<file path="config.mk">
export PLATFORM = sky130hd
export DESIGN_NAME = instr_fetch
export DESIGN_NICKNAME = d
export VERILOG_FILES = /design/src/rtl/salamander_pkg.sv /design/src/rtl/ifetch_pc.sv /design/src/rtl/instr_fetch.sv
export SDC_FILE = /design/constraint.sdc
export NUM_CORES = 1
export LEC_CHECK = 0
export CAP_MARGIN = 25
export CORE_MARGIN = 1.5
export CORE_UTILIZATION = 36
export CTS_BUF_LIST = sky130_fd_sc_hd__clkbuf_16
export DETAILED_ROUTE_END_ITERATION = 6
export PLACE_DENSITY = 0.75
export SYNTH_ARGS = -nofsm -noshare
export SYNTH_HDL_FRONTEND = slang
export SYNTH_HIERARCHICAL = 1
export SYNTH_SLANG_ARGS = --single-unit
</file>
<file path="constraint.sdc">
create_clock -name clk -period 1.5 [get_ports clk]
set_input_delay 0.45 -clock clk [delete_from_list [all_inputs] [get_ports clk]]
set_output_delay 0.45 -clock clk [all_outputs]
set_load 0.05 [all_outputs]
</file>
<file path="src/rtl/salamander_pkg.sv">
`default_nettype none
// +-----------------------------------------------------------------------+
// | salamander_pkg: shared types and constants for the Salamander-4 core  |
// | Rev 1.0 - initial release                                             |
// +-----------------------------------------------------------------------+
package salamander_pkg;

  localparam int INSTR_W = 6;

  // Instruction word fields: [5] ACC_CE, [4:2] OP_CODE, [1:0] ADDR
  localparam int ADDR_LSB = 0;
  localparam int ADDR_MSB = 1;
  localparam int OP_LSB   = 2;
  localparam int OP_MSB   = 4;
  localparam int ACC_BIT  = 5;

  localparam logic [2:0] OP_LD  = 3'd0;
  localparam logic [2:0] OP_ST  = 3'd1;
  localparam logic [2:0] OP_ADD = 3'd2;
  localparam logic [2:0] OP_SUB = 3'd3;
  localparam logic [2:0] OP_AND = 3'd4;
  localparam logic [2:0] OP_OR  = 3'd5;
  localparam logic [2:0] OP_XOR = 3'd6;
  localparam logic [2:0] OP_NOP = 3'd7;

  localparam logic [INSTR_W-1:0] HALT_WORD = 6'h3F;

  typedef enum logic [1:0] {
    IDLE  = 2'd0,
    FETCH = 2'd1,
    ISSUE = 2'd2,
    HALT  = 2'd3
  } ifetch_state_t;

  function automatic logic [2:0] instr_op(input logic [INSTR_W-1:0] w);
    return w[OP_MSB:OP_LSB];
  endfunction

endpackage
`default_nettype wire

</file>
<file path="src/rtl/ifetch_pc.sv">
`default_nettype none
// +-----------------------------------------------------------------------+
// | ifetch_pc: program counter with reset load, increment and jump load  |
// | Rev 1.0 - initial release                                             |
// +-----------------------------------------------------------------------+
module ifetch_pc #(
  parameter int              PC_W     = 8,
  parameter logic [PC_W-1:0] RESET_PC = '0
) (
  input  logic            clk,
  input  logic            rst,
  input  logic            advance,
  input  logic            jmp_en,
  input  logic [PC_W-1:0] jmp_addr,
  output logic [PC_W-1:0] pc
);

  // Increment wraps naturally modulo 2^PC_W.
  always_ff @(posedge clk) begin
    if (rst) begin
      pc <= RESET_PC;
    end else if (advance) begin
      pc <= jmp_en ? jmp_addr : pc + PC_W'(1);
    end
  end

endmodule
`default_nettype wire

</file>
<file path="src/rtl/instr_fetch.sv">
`default_nettype none
// +-----------------------------------------------------------------------+
// | instr_fetch: Salamander-4 fetch/issue unit (ROM REQ/ACK -> decoder)   |
// | Optional single-step support when IFETCH_STEP_EN is defined.          |
// | Rev 1.0 - initial release                                             |
// +-----------------------------------------------------------------------+
module instr_fetch
  import salamander_pkg::*;
#(
  parameter int                 PC_W       = 8,
  parameter logic [PC_W-1:0]    RESET_PC   = '0,
  parameter logic [INSTR_W-1:0] HALT_INSTR = HALT_WORD
) (
  input  logic               clk,
  input  logic               rst,
  input  logic               run,
  input  logic               stall,
  input  logic               jmp_en,
  input  logic [PC_W-1:0]    jmp_addr,
`ifdef IFETCH_STEP_EN
  input  logic               step_mode,
  input  logic               step,
`endif
  output logic               rom_req,
  output logic [PC_W-1:0]    rom_addr,
  input  logic               rom_ack,
  input  logic [INSTR_W-1:0] rom_data,
  output logic [INSTR_W-1:0] instr,
  output logic               id_ce,
  output logic [PC_W-1:0]    pc,
  output logic               halted
);

  ifetch_state_t state, state_n;
  logic          load;
  logic          advance;
  logic          start;
  logic          refetch;

`ifdef IFETCH_STEP_EN
  assign start   = step_mode ? step : run;
  assign refetch = run & ~step_mode;
`else
  assign start   = run;
  assign refetch = run;
`endif

  always_ff @(posedge clk) begin
    if (rst) begin
      state <= IDLE;
      instr <= '0;
    end else begin
      state <= state_n;
      if (load) begin
        instr <= rom_data;
      end
    end
  end

  always_comb begin
    state_n = state;
    load    = 1'b0;
    advance = 1'b0;
    case (state)
      IDLE: begin
        if (start) state_n = FETCH;
      end
      FETCH: begin
        // The halt word is swallowed here and never reaches the decoder.
        if (rom_ack) begin
          if (rom_data == HALT_INSTR) begin
            state_n = HALT;
          end else begin
            load    = 1'b1;
            state_n = ISSUE;
          end
        end
      end
      ISSUE: begin
        if (!stall) begin
          advance = 1'b1;
          state_n = refetch ? FETCH : IDLE;
        end
      end
      HALT:    state_n = HALT;
      default: state_n = IDLE;
    endcase
  end

  ifetch_pc #(
    .PC_W     (PC_W),
    .RESET_PC (RESET_PC)
  ) u_pc (
    .clk      (clk),
    .rst      (rst),
    .advance  (advance),
    .jmp_en   (jmp_en),
    .jmp_addr (jmp_addr),
    .pc       (pc)
  );

  assign rom_req  = (state == FETCH);
  assign rom_addr = pc;
  assign id_ce    = advance;
  assign halted   = (state == HALT);

endmodule
`default_nettype wire

</file>
==> impl_results.md <==
- CTS H-tree lvls: 1
- DRC violations left: 0
- Cell Chain, Critical Path: nor3b_4, buf_6, buf_12
- Maximum clock frequency: 661 MHz
- Hold Violations, Final: 0
- Multiplexer share of the synthesized area: 0.0761
- Post-CTS Hold Buffers: 0
- Run status: complete, but fails checks
- Share of cells above drive strength 1: 0.388
- Cell area after layout: 0.00183 mm²
- Setup TNS: -0.0137 ns
- Placed Area: 0.00171 mm²
- Area of the multi-input gates: 539 µm²
- Initial drt markers: 22
- VDD IR max: 0.715 mV
- Failing checks: setup timing
- First-pass GRT wire length: 4.23 mm
- FF+latch area: 330 µm²
- WL/cell: 13.8 µm
- Chip height: 53.6 µm
- Crit path kind: reg -> out
- Max-slew violations: 0
- Fillers: 168
- Via count: 1008
- Cell Pwr Density: 717 mW/mm²
- Syn Nets: 126
- CTS tree: built
- Final worst path period share: 1.01
- # setup viols final: 1
- Cells after synthesis: 105
- Die area: 0.00287 mm²
- Worst-path fanout max: 5
- Clock transition at path regs: 0.05 ns
- Final WS setup: -0.0137 ns
- RSZ-0062 raised after global routing: yes
- Fin crit period: 1.51 ns
- TritonCTS Buffers: 3
- Post-route insts no fill: 190
- Slew headroom: 0.793
- Slowest CP cell: dfxtp_4
- Core Area: 0.00245 mm²
- Cell variety after synth: 35
- Die W: 53.6 µm
- Placer Congestion: 0.813
- Place WS: -0.419 ns
- Synth Register Bits: 16
- Worst hold-check path type: reg -> reg
- Lkg Pwr: 0.727 nW
- Synth-to-Final Area Change: 99.0%
- Worst skew pair latency: 0.25 ns
- Worst slew pin tran: 0.310 ns
- Synth Cell Area: 921 µm²
- Cells after DPL: 183
- Final ANT Viol Nets: 0
- Largest net degree at the start of global routing: 16
- Largest incremental delay on the critical path: 0.36 ns
- GR Overflow Total: 0
- Vias/cell: 5.31
- Synth Area in Adders: 0.0136
- Nets: 183
- XOR/XNOR Fraction of Synth Area: 0
- Antenna diodes: 0
- CP required: 1.05 ns
- Root Buffer Master: clkbuf_16
- Clk_skew: 0.00437 ns
- Maxcap violations: 0
- Port buffer count: 44
- Worst R2R Setup Slack: 0.05 ns
- Clk sinks: 16
- Vias in the first global route: 969
- Initial core utilization: 0.375
- Detailed Place HPWL: 1.91 mm
- Synth Area in Simple Gates: 0.268
- Combinational family with the most area after synthesis: simple AND/OR/NAND/NOR gates
- Sequential share of the synthesized area: 0.348
- GRT Util Overall: 0.202
- Row count: 18
- WHS: 0.515 ns
- Data arrival time of the critical path: 1.06 ns
- CP Launch Type: flip-flop
- Clock Tree Buf Depth: 2
- CP Capture Type: output port
- Synth Area in Compound Gates: 0.204
- Wirelength, routed: 2.62 mm
- Avg Cell Area, Syn: 8.77 µm²
- YS warnings: 6
- First-pass DRT Iterations: 4
- Initial antenna violation count: 0
- I/O pin count: 45
## cells in the mapped netlist
cell | instances | area share
nand2_2 | 1 | 0.0068
buf_1 | 1 | 0.0041
nand3_2 | 1 | 0.011
or2b_1 | 1 | 0.0082
buf_4 | 8 | 0.065
clkbuf_1 | 2 | 0.0082
o211ai_1 | 3 | 0.024
a311oi_4 | 1 | 0.029
nand4_1 | 1 | 0.0068
o31a_1 | 1 | 0.0095
nor3b_1 | 2 | 0.016
nand2_1 | 5 | 0.020
nor2_1 | 3 | 0.012
and3_1 | 3 | 0.020
o31ai_1 | 1 | 0.0082
a31o_1 | 1 | 0.0095
nand2b_1 | 12 | 0.082
mux2i_1 | 7 | 0.076
nand2b_2 | 1 | 0.0095
buf_2 | 1 | 0.0054
nand3_1 | 1 | 0.0054
o21ai_1 | 2 | 0.011
a31oi_1 | 4 | 0.027
a211oi_1 | 3 | 0.024
dfxtp_1 | 16 | 0.35
ha_1 | 1 | 0.014
nor3_1 | 1 | 0.0054
and2_1 | 2 | 0.014
a21oi_1 | 8 | 0.043
and4_4 | 1 | 0.012
o22ai_1 | 1 | 0.0068
nor2b_1 | 2 | 0.014
o21ai_0 | 2 | 0.011
inv_1 | 2 | 0.0082
or4_1 | 3 | 0.024
## placed cells by master, fill, tap and decap left out, drive strengths merged
cell	n
o211ai	3
o31ai	1
nand2	6
nand2b	13
nand4	1
and2	2
a31o	1
o21ai	4
dfxtp	16
a211oi	3
o22ai	1
and3	3
a21oi	8
a311oi	1
mux2i	7
nor2b	2
a31oi	4
o31a	1
ha	1
and4	1
or4	3
or2b	1
nand3	2
nor3	1
dlymetal6s2s	1
clkdlybuf4s50	13
inv	2
clkbuf	3
nor2	3
nor3b	2
dlygate4sd2	4
buf	46
## state kept, by name, indices dropped and copies added (netlist names)
| signal | count |
|---|---|
| state | 2 |
| u_pc/pc | 8 |
| instr | 6 |
## metrics by stage
stage          utilization  total power [mW]
2_1_floorplan            -             0.614
3_3_place_gp         0.698             0.785
3_5_place_dp         0.698             0.790
4_1_cts              0.742              1.32
5_1_grt              0.747              1.36
6_report             0.747              1.31
## per-layer routing
metal | share of wire | GRT usage
met5 | 0 | 0
met3 | 0.067 | 0.0472
met4 | 0.025 | 0.0769
met1 | 0.43 | 0.227
met2 | 0.48 | 0.366
## final timing paths
check	from	endpoint	cells after the start
setup / recovery	state[0]$_SDFFE_PP0P_	id_ce	3
hold reg to reg	instr[0]$_SDFFE_PP0P_	instr[0]$_SDFFE_PP0P_	2
hold / removal	instr[0]$_SDFFE_PP0P_	instr[0]$_SDFFE_PP0P_	2
setup reg to reg	state[0]$_SDFFE_PP0P_	u_pc/pc[7]$_SDFFE_PP0P_	5
## what timing repair did
action                                  CTS  global route
endpoints found under the setup margin   14            11
setup buffers                             4             0
gates resized for setup                  13             3
pin swaps                                 3             3
cloned                                    0             0
## where the power goes
group	internal [mW]	leakage (nW)	switching, mW
combinational	0.175	0.558	0.153
clock	0.351	0.0370	0.174
sequential	0.442	0.132	0.0192
total	0.967	0.727	0.347
## logic make-up after synthesis
group                      count (synthesis)
and+or+nand+nor                           40
AOI/OAI and AO/OA                         27
DFF                                       16
buffers and inverters                     14
muxes                                      7
adders and majority gates                  1
## area by class of cell
| cell class | instances | share of cell area |
|---|---|---|
| flip-flops and latches | 16 | 0.180 |
| inverters | 2 | 0.00546 |
| clock buffers | 3 | 0.0410 |
| repair buffers | 64 | 0.459 |
| multi-input cells | 75 | 0.294 |
| well taps | 30 | 0.0205 |
## critical path: cells and delay by family, from the launching register on
family        cells  cell delay [ns]
simple gates      1             0.21
flops             1             0.36
buf+inv           2             0.25
(Power assumes the default switching activity.)
